===== src/rtl/instruction_fetch_pkg.sv =====
// Shared CPU package: opcode constants, fetch FSM encoding and the reset instruction.
// The decoder and control FSM import the same definitions.
package instruction_fetch_pkg;

  localparam logic [3:0] OP_NOP = 4'b0000;
  localparam logic [3:0] OP_LDA = 4'b0001;
  localparam logic [3:0] OP_ADD = 4'b0010;
  localparam logic [3:0] OP_SUB = 4'b0011;
  localparam logic [3:0] OP_STA = 4'b0100;
  localparam logic [3:0] OP_JMP = 4'b1000;
  localparam logic [3:0] OP_JZ  = 4'b1001;
  localparam logic [3:0] OP_HLT = 4'b1101;

  // Reset value of the instruction register; the decoder also treats it as HLT.
  localparam logic [15:0] RESET_INSTR = {OP_HLT, 12'h000};

  typedef enum logic [1:0] {
    IDLE   = 2'd0,
    RD_HI  = 2'd1,
    RD_LO  = 2'd2,
    HALTED = 2'd3
  } fetch_state_t;

  function automatic logic is_hlt(input logic [7:0] opcode_byte);
    return opcode_byte[7:4] == OP_HLT;
  endfunction

endpackage


===== src/rtl/instruction_fetch_if.sv =====
// Bus between the control FSM / ROM side (master) and the fetch unit (slave).
// fetch_en is a request the fetch unit samples only while IDLE; instr_valid is a
// one-cycle pulse with no back-pressure, and pc_load redirects at any point before HALTED.
interface instruction_fetch_if #(
  parameter int PC_W = 8
);
  logic            fetch_en;
  logic            pc_load;
  logic [PC_W-1:0] pc_target;
  logic [7:0]      rom_data;
  logic [PC_W-1:0] rom_addr;
  logic [15:0]     Fetch;
  logic            instr_valid;
  logic [PC_W-1:0] pc;
  logic            halted;

  modport master (
    output fetch_en, pc_load, pc_target, rom_data,
    input  rom_addr, Fetch, instr_valid, pc, halted
  );

  modport slave (
    input  fetch_en, pc_load, pc_target, rom_data,
    output rom_addr, Fetch, instr_valid, pc, halted
  );
endinterface


===== src/rtl/instruction_fetch.sv =====
// Two-byte big-endian instruction fetch from a synchronous byte ROM.
// Reads the opcode byte, then the operand byte, and stops for good on HLT.
module instruction_fetch
  import instruction_fetch_pkg::*;
#(
  parameter int              PC_W     = 8,
  parameter logic [PC_W-1:0] RESET_PC = '0
) (
  input  logic                 clk,
  input  logic                 reset,
  instruction_fetch_if.slave   bus,
  output fetch_state_t         state_dbg
);

  localparam logic [PC_W-1:0] ALIGN_MASK = ~PC_W'(1);

  fetch_state_t    state;
  logic [PC_W-1:0] pc_q;
  logic [15:0]     fetch_q;
  logic [7:0]      hi_byte;
  logic            instr_valid_q;
  logic            halted_q;

  always_ff @(posedge clk) begin
    if (reset) begin
      state         <= IDLE;
      pc_q          <= RESET_PC;
      fetch_q       <= RESET_INSTR;
      hi_byte       <= 8'h00;
      instr_valid_q <= 1'b0;
      halted_q      <= 1'b0;
    end else begin
      instr_valid_q <= 1'b0;
      case (state)
        IDLE: begin
          if (bus.pc_load) begin
            pc_q <= bus.pc_target & ALIGN_MASK;
          end else if (bus.fetch_en) begin
            state <= RD_HI;
          end
        end
        RD_HI: begin
          if (bus.pc_load) begin
            pc_q  <= bus.pc_target & ALIGN_MASK;
            state <= IDLE;
          end else begin
            hi_byte <= bus.rom_data;
            state   <= RD_LO;
          end
        end
        RD_LO: begin
          if (bus.pc_load) begin
            pc_q  <= bus.pc_target & ALIGN_MASK;
            state <= IDLE;
          end else begin
            fetch_q       <= {hi_byte, bus.rom_data};
            instr_valid_q <= 1'b1;
            pc_q          <= pc_q + PC_W'(2);
            // halted rises together with the HLT instruction's valid pulse
            if (is_hlt(hi_byte)) begin
              halted_q <= 1'b1;
              state    <= HALTED;
            end else begin
              state <= IDLE;
            end
          end
        end
        HALTED: state <= HALTED;
        default: state <= IDLE;
      endcase
    end
  end

  // The ROM registers the address, so RD_HI already points at the low byte.
  assign bus.rom_addr    = (state == RD_HI) ? pc_q + PC_W'(1) : pc_q;
  assign bus.Fetch       = fetch_q;
  assign bus.instr_valid = instr_valid_q;
  assign bus.pc          = pc_q;
  assign bus.halted      = halted_q;
  assign state_dbg       = state;

endmodule


===== src/flat_wrapper.sv =====
// flat-port wrapper written by rule: the top's interface ports become plain ports
module instruction_fetch_flat import instruction_fetch_pkg::*;
#(
  parameter int              PC_W     = 8,
  parameter logic [PC_W-1:0] RESET_PC = '0
)
  (clk, reset, state_dbg, bus_fetch_en, bus_pc_load, bus_pc_target, bus_rom_data, bus_rom_addr, bus_Fetch, bus_instr_valid, bus_pc, bus_halted);
  instruction_fetch_if #(.PC_W(PC_W)) bus_i ();
  input  logic clk;
  input  logic reset;
  output fetch_state_t state_dbg;
  input wire logic [$bits(bus_i.fetch_en)-1:0] bus_fetch_en;
  input wire logic [$bits(bus_i.pc_load)-1:0] bus_pc_load;
  input wire logic [$bits(bus_i.pc_target)-1:0] bus_pc_target;
  input wire logic [$bits(bus_i.rom_data)-1:0] bus_rom_data;
  output wire logic [$bits(bus_i.rom_addr)-1:0] bus_rom_addr;
  output wire logic [$bits(bus_i.Fetch)-1:0] bus_Fetch;
  output wire logic [$bits(bus_i.instr_valid)-1:0] bus_instr_valid;
  output wire logic [$bits(bus_i.pc)-1:0] bus_pc;
  output wire logic [$bits(bus_i.halted)-1:0] bus_halted;
  assign bus_i.fetch_en = bus_fetch_en;
  assign bus_i.pc_load = bus_pc_load;
  assign bus_i.pc_target = bus_pc_target;
  assign bus_i.rom_data = bus_rom_data;
  assign bus_rom_addr = bus_i.rom_addr;
  assign bus_Fetch = bus_i.Fetch;
  assign bus_instr_valid = bus_i.instr_valid;
  assign bus_pc = bus_i.pc;
  assign bus_halted = bus_i.halted;
  instruction_fetch #(.PC_W(PC_W), .RESET_PC(RESET_PC)) u_core (.clk(clk), .reset(reset), .bus(bus_i), .state_dbg(state_dbg));
endmodule

===== config.mk =====
export PLATFORM = sky130hd
export DESIGN_NAME = instruction_fetch_flat
export DESIGN_NICKNAME = d
export VERILOG_FILES = /design/src/rtl/instruction_fetch_pkg.sv /design/src/rtl/instruction_fetch_if.sv /design/src/rtl/instruction_fetch.sv /design/src/flat_wrapper.sv
export SDC_FILE = /design/constraint.sdc
export NUM_CORES = 1
export LEC_CHECK = 0
export CAP_MARGIN = 5
export CORE_ASPECT_RATIO = 2
export CORE_MARGIN = 2
export CORE_UTILIZATION = 39
export DETAILED_ROUTE_END_ITERATION = 8
export PLACE_DENSITY = 0.74
export SKIP_CTS_REPAIR_TIMING = 1
export SLEW_MARGIN = 10
export SYNTH_ARGS = -nofsm -noshare
export SYNTH_HDL_FRONTEND = slang
export SYNTH_SLANG_ARGS = --single-unit

===== constraint.sdc =====
create_clock -name clk -period 1.15 [get_ports clk]
set_input_delay 0.115 -clock clk [delete_from_list [all_inputs] [get_ports clk]]
set_output_delay 0.115 -clock clk [all_outputs]
set_load 0.01 [all_outputs]

==> impl_metrics.csv <==
group,metric,value,unit
detailed_routing,via_count,1553,
cells_and_area,insertedDiodeCount,0,
global_route,global_route.usage.total,0.2066,
place,hpwl_dp,3104,microns
floorplanning,fp-row-count,32,
cells_and_area,layout-area-overhead-vs-synth,63.93,%
clock_network,cts_inserted_buffers,5,
floorplanning,fp.dieArea,0.004461,sq mm
setup_path,worst_r2r_end,"u_core.hi_byte[0]",
clock_network,path_clk_slew,0.07,ns
global_route,grt_antenna_before_repair,0,
detailed_routing,drtPass1Iterations,4,
timing,fin_setup_tns,-0.2259,ns
pwr,power.clock.fraction,0.340,
floorplanning,floorplan.io_pins,56,
floorplanning,die-height,92.48,microns
synthesis,synth_ff_type,"sky130_fd_sc_hd__dfxtp_1",
global_route,largest_net_degree_at_the_start_of_global_routing,19,
setup_path,r2r_start,"u_core.state_dbg[1]",
setup_path,worst_path_dominant_cell_family,"flip-flops",
pwr,seq_power_share,0.514,
setup_path,critical_path_cell_count,5,
pwr,peakVddDrop,0.9369,mV
setup_path,critical-path-max-stage-delay,0.39,ns
synthesis,synthesis.area_per_instance,8.387,sq um
timing,achievable-frequency,839.5,MHz
clock_network,clkLatencyLatePin,0.28,ns
run_status,run_status,"finished, violations left",
run_status,failed_checks,"setup timing",
timing,clock_skew,0.004196,ns
global_route,global_route.overflow_total,0,
synthesis,seq_area_frac_synth,0.4590,
pwr,p_sw,0.0006176,W
synthesis,dominant_cell_by_count_in_the_synthesized_netlist,"sky130_fd_sc_hd__nand2_1",
setup_path,crit_path_top_delay_cell,"sky130_fd_sc_hd__dfxtp_4",
pwr,total_leakage_power,1.402,nW
synthesis,synth.ff_latch_count,35,
detailed_routing,route.antenna.remaining_nets,0,
setup_path,endpoint,"u_core.hi_byte[0]",
synthesis,yosys.area.top_type,"sky130_fd_sc_hd__dfxtp_1",
floorplanning,start_util,0.4013,
synthesis,postSynthCellCount,182,
setup_path,path_buf_inv,2,
global_route,grt_pass1_vias,1413,
place,number_of_buffers_added_on_ports,53,
place,gp_routability_congestion,0.8317,
synthesis,yosys_warning_total,0,
setup_path,timing.critical_path.fanout_max,11,
timing,rsz_0062_raised_after_global_routing,"true",
timing,final-hold-violation-count,0,
setup_path,endpoint_kind,"register",
synthesis,synthArstFlopShare,0,
synthesis,mappedNetlistNets,203,
floorplanning,core_area,0.003804,sq mm
timing,final_min_period_over_clock_period,1.036,
setup_path,worstPathCellList,"buf_6 > nor3_4 > buf_12 > mux2i_2 > nor2_1",
setup_path,worst-r2r-setup-slack,-0.04,ns
detailed_routing,drc,0,
detailed_routing,wirelength,4452,microns
place,post_place_setup_slack,-0.3982,ns
detailed_routing,wl_per_cell,14.69,microns
synthesis,synth_area,0.001526,sq mm
clock_network,clock-sinks,35,
setup_path,worst_r2r_path_depth,5,
clock_network,clk_path_buf_depth,2,
synthesis,synthTopCellsByCount,"sky130_fd_sc_hd__nand2_1, sky130_fd_sc_hd__dfxtp_1, sky130_fd_sc_hd__a21oi_1",
synthesis,post_synth_edffs,0,
setup_path,timing.critical_path.from_type,"register",
hold_path,min_path_type,"in -> reg",
timing,timing_max_transition_violations_final,0,
pwr,swShare,0.2482,
cells_and_area,final_layout_size_suffix_gt1_frac,0.2381,
detailed_routing,first_iter_violations,34,
setup_path,worst_ep_arrival_time,1.37,ns
setup_path,setup.worst_path.class,"reg -> reg",
synthesis,ys_types,38,
pwr,fin_total_pwr,0.002489,W
clock_network,h-tree-depth,2,
clock_network,cts_root_buffer,"sky130_fd_sc_hd__clkbuf_8",
synthesis,synth_top_cells_by_area,"sky130_fd_sc_hd__dfxtp_1, sky130_fd_sc_hd__nand2_1, sky130_fd_sc_hd__a21oi_1",
cells_and_area,nNetsFinal,272,
pwr,comb_power_share,0.146,
timing,layout_setup_ws,-0.04114,ns
timing,setup_viol_count_final,13,
job,maxCapViolations,0,
clock_network,cts_tree,"yes",
global_route,grt_pass1_wl,6492,microns
pwr,pwr_density_cell,994.6,mW/mm^2
floorplanning,die_x,48.24,microns
synthesis,yosys.area.top_type_share,0.4590,
setup_path,cp_data_required_time,1.33,ns
setup_path,startpoint,"u_core.state_dbg[1]",
pwr,cell_int_power,0.001871,W
timing,final_period_minus_worst_setup_slack,1.191,ns
detailed_routing,vias_per_std_cell,5.125,
[power groups by stage]
stage,registers [W],clock network [W],logic (W)
2_1_floorplan,0.00131,0,0.000148
3_3_place_gp,0.00130,0,0.000348
3_5_place_dp,0.00130,0,0.000351
4_1_cts,0.00128,0.000877,0.000353
5_1_grt,0.00128,0.000920,0.000388
6_report,0.00128,0.000847,0.000363
[cell families after synthesis]
family,count (synthesis),synth area share
flip-flops,35,0.4590
XOR/XNOR,1,0.005739
buffers and inverters,20,0.08278
multiplexers,8,0.05246
adder cells (fa/ha/maj),1,0.008195
AO/OA/AOI/OAI,37,0.1451
AND/OR/NAND/NOR,79,0.2443
other,1,0.002457
[per-layer routing]
layer  routed length (microns)  share of wire  track usage  vias up
met5                         0              0            0        -
met3                       201          0.045      0.03899       15
met1                      1616           0.36       0.2222      734
met4                       165          0.037       0.1306        0
met2                      2468           0.55       0.3388       55
li1                          -              -            -      749
[worst min-delay path: stages]
cell                              delay [ns]
sky130_fd_sc_hd__clkdlybuf4s50_1        0.42
sky130_fd_sc_hd__nand2_1                0.07
sky130_fd_sc_hd__a21oi_1                0.05
[per-stage QoR]
stage                     utilization  area, sq um  hold WS (ns)  std cells
final                          0.6579         2502        0.4226        303
after global routing           0.6579         2502        0.4248        303
after CTS                      0.6102         2321        0.4183        302
after detailed placement       0.5888         2240        0.4461        294
after global placement         0.5888         2240        0.4421        294
after floorplan                     -         1543        0.2510        182
[worst min-delay path by stage]
stage | from | end | slack (ns) | cells past startpoint
after global placement | u_core.hi_byte[1] | u_core.bus.Fetch[9] | 0.44 | 2
final | bus_rom_data[6] | u_core.bus.Fetch[6] | 0.42 | 3
after global routing | bus_rom_data[6] | u_core.bus.Fetch[6] | 0.42 | 3
after floorplan | bus_rom_data[0] | u_core.bus.Fetch[0] | 0.25 | 2
after detailed placement | u_core.hi_byte[1] | u_core.bus.Fetch[9] | 0.45 | 2
after CTS | bus_rom_data[6] | u_core.bus.Fetch[6] | 0.42 | 3
[area by class of cell]
type / instances / area, sq um
well taps: 51 / 63.81
multi-input cells: 127 / 774.5
fillers: 295 / 1301
clock inverters: 1 / 5.005
repair buffers: 79 / 848.3
flip-flops and latches: 35 / 718.2
clock buffers: 7 / 76.32
inverters: 3 / 16.27
[flip-flops by register name, indices dropped and copies added, names as in the netlist]
| register | count |
|---|---|
| u_core.hi_byte | 8 |
| u_core.bus.Fetch | 16 |
| u_core.bus.pc | 7 |
| u_core.state_dbg | 2 |
| u_core.bus.instr_valid | 1 |
| u_core.bus.halted | 1 |
[cells in the final DEF, fill, tap and decap left out, drive strengths merged, types with 4 or more instances in the layout]
master         instances
nor3                   4
nand2b                 4
nor2                  17
dfxtp                 35
o21ai                  4
buf                   27
clkbuf                 7
clkdlybuf4s50         17
mux2i                  8
dlymetal6s2s          35
nand2                 41
a21oi                 21
Note: power is estimated with default switching activity, not from simulation.
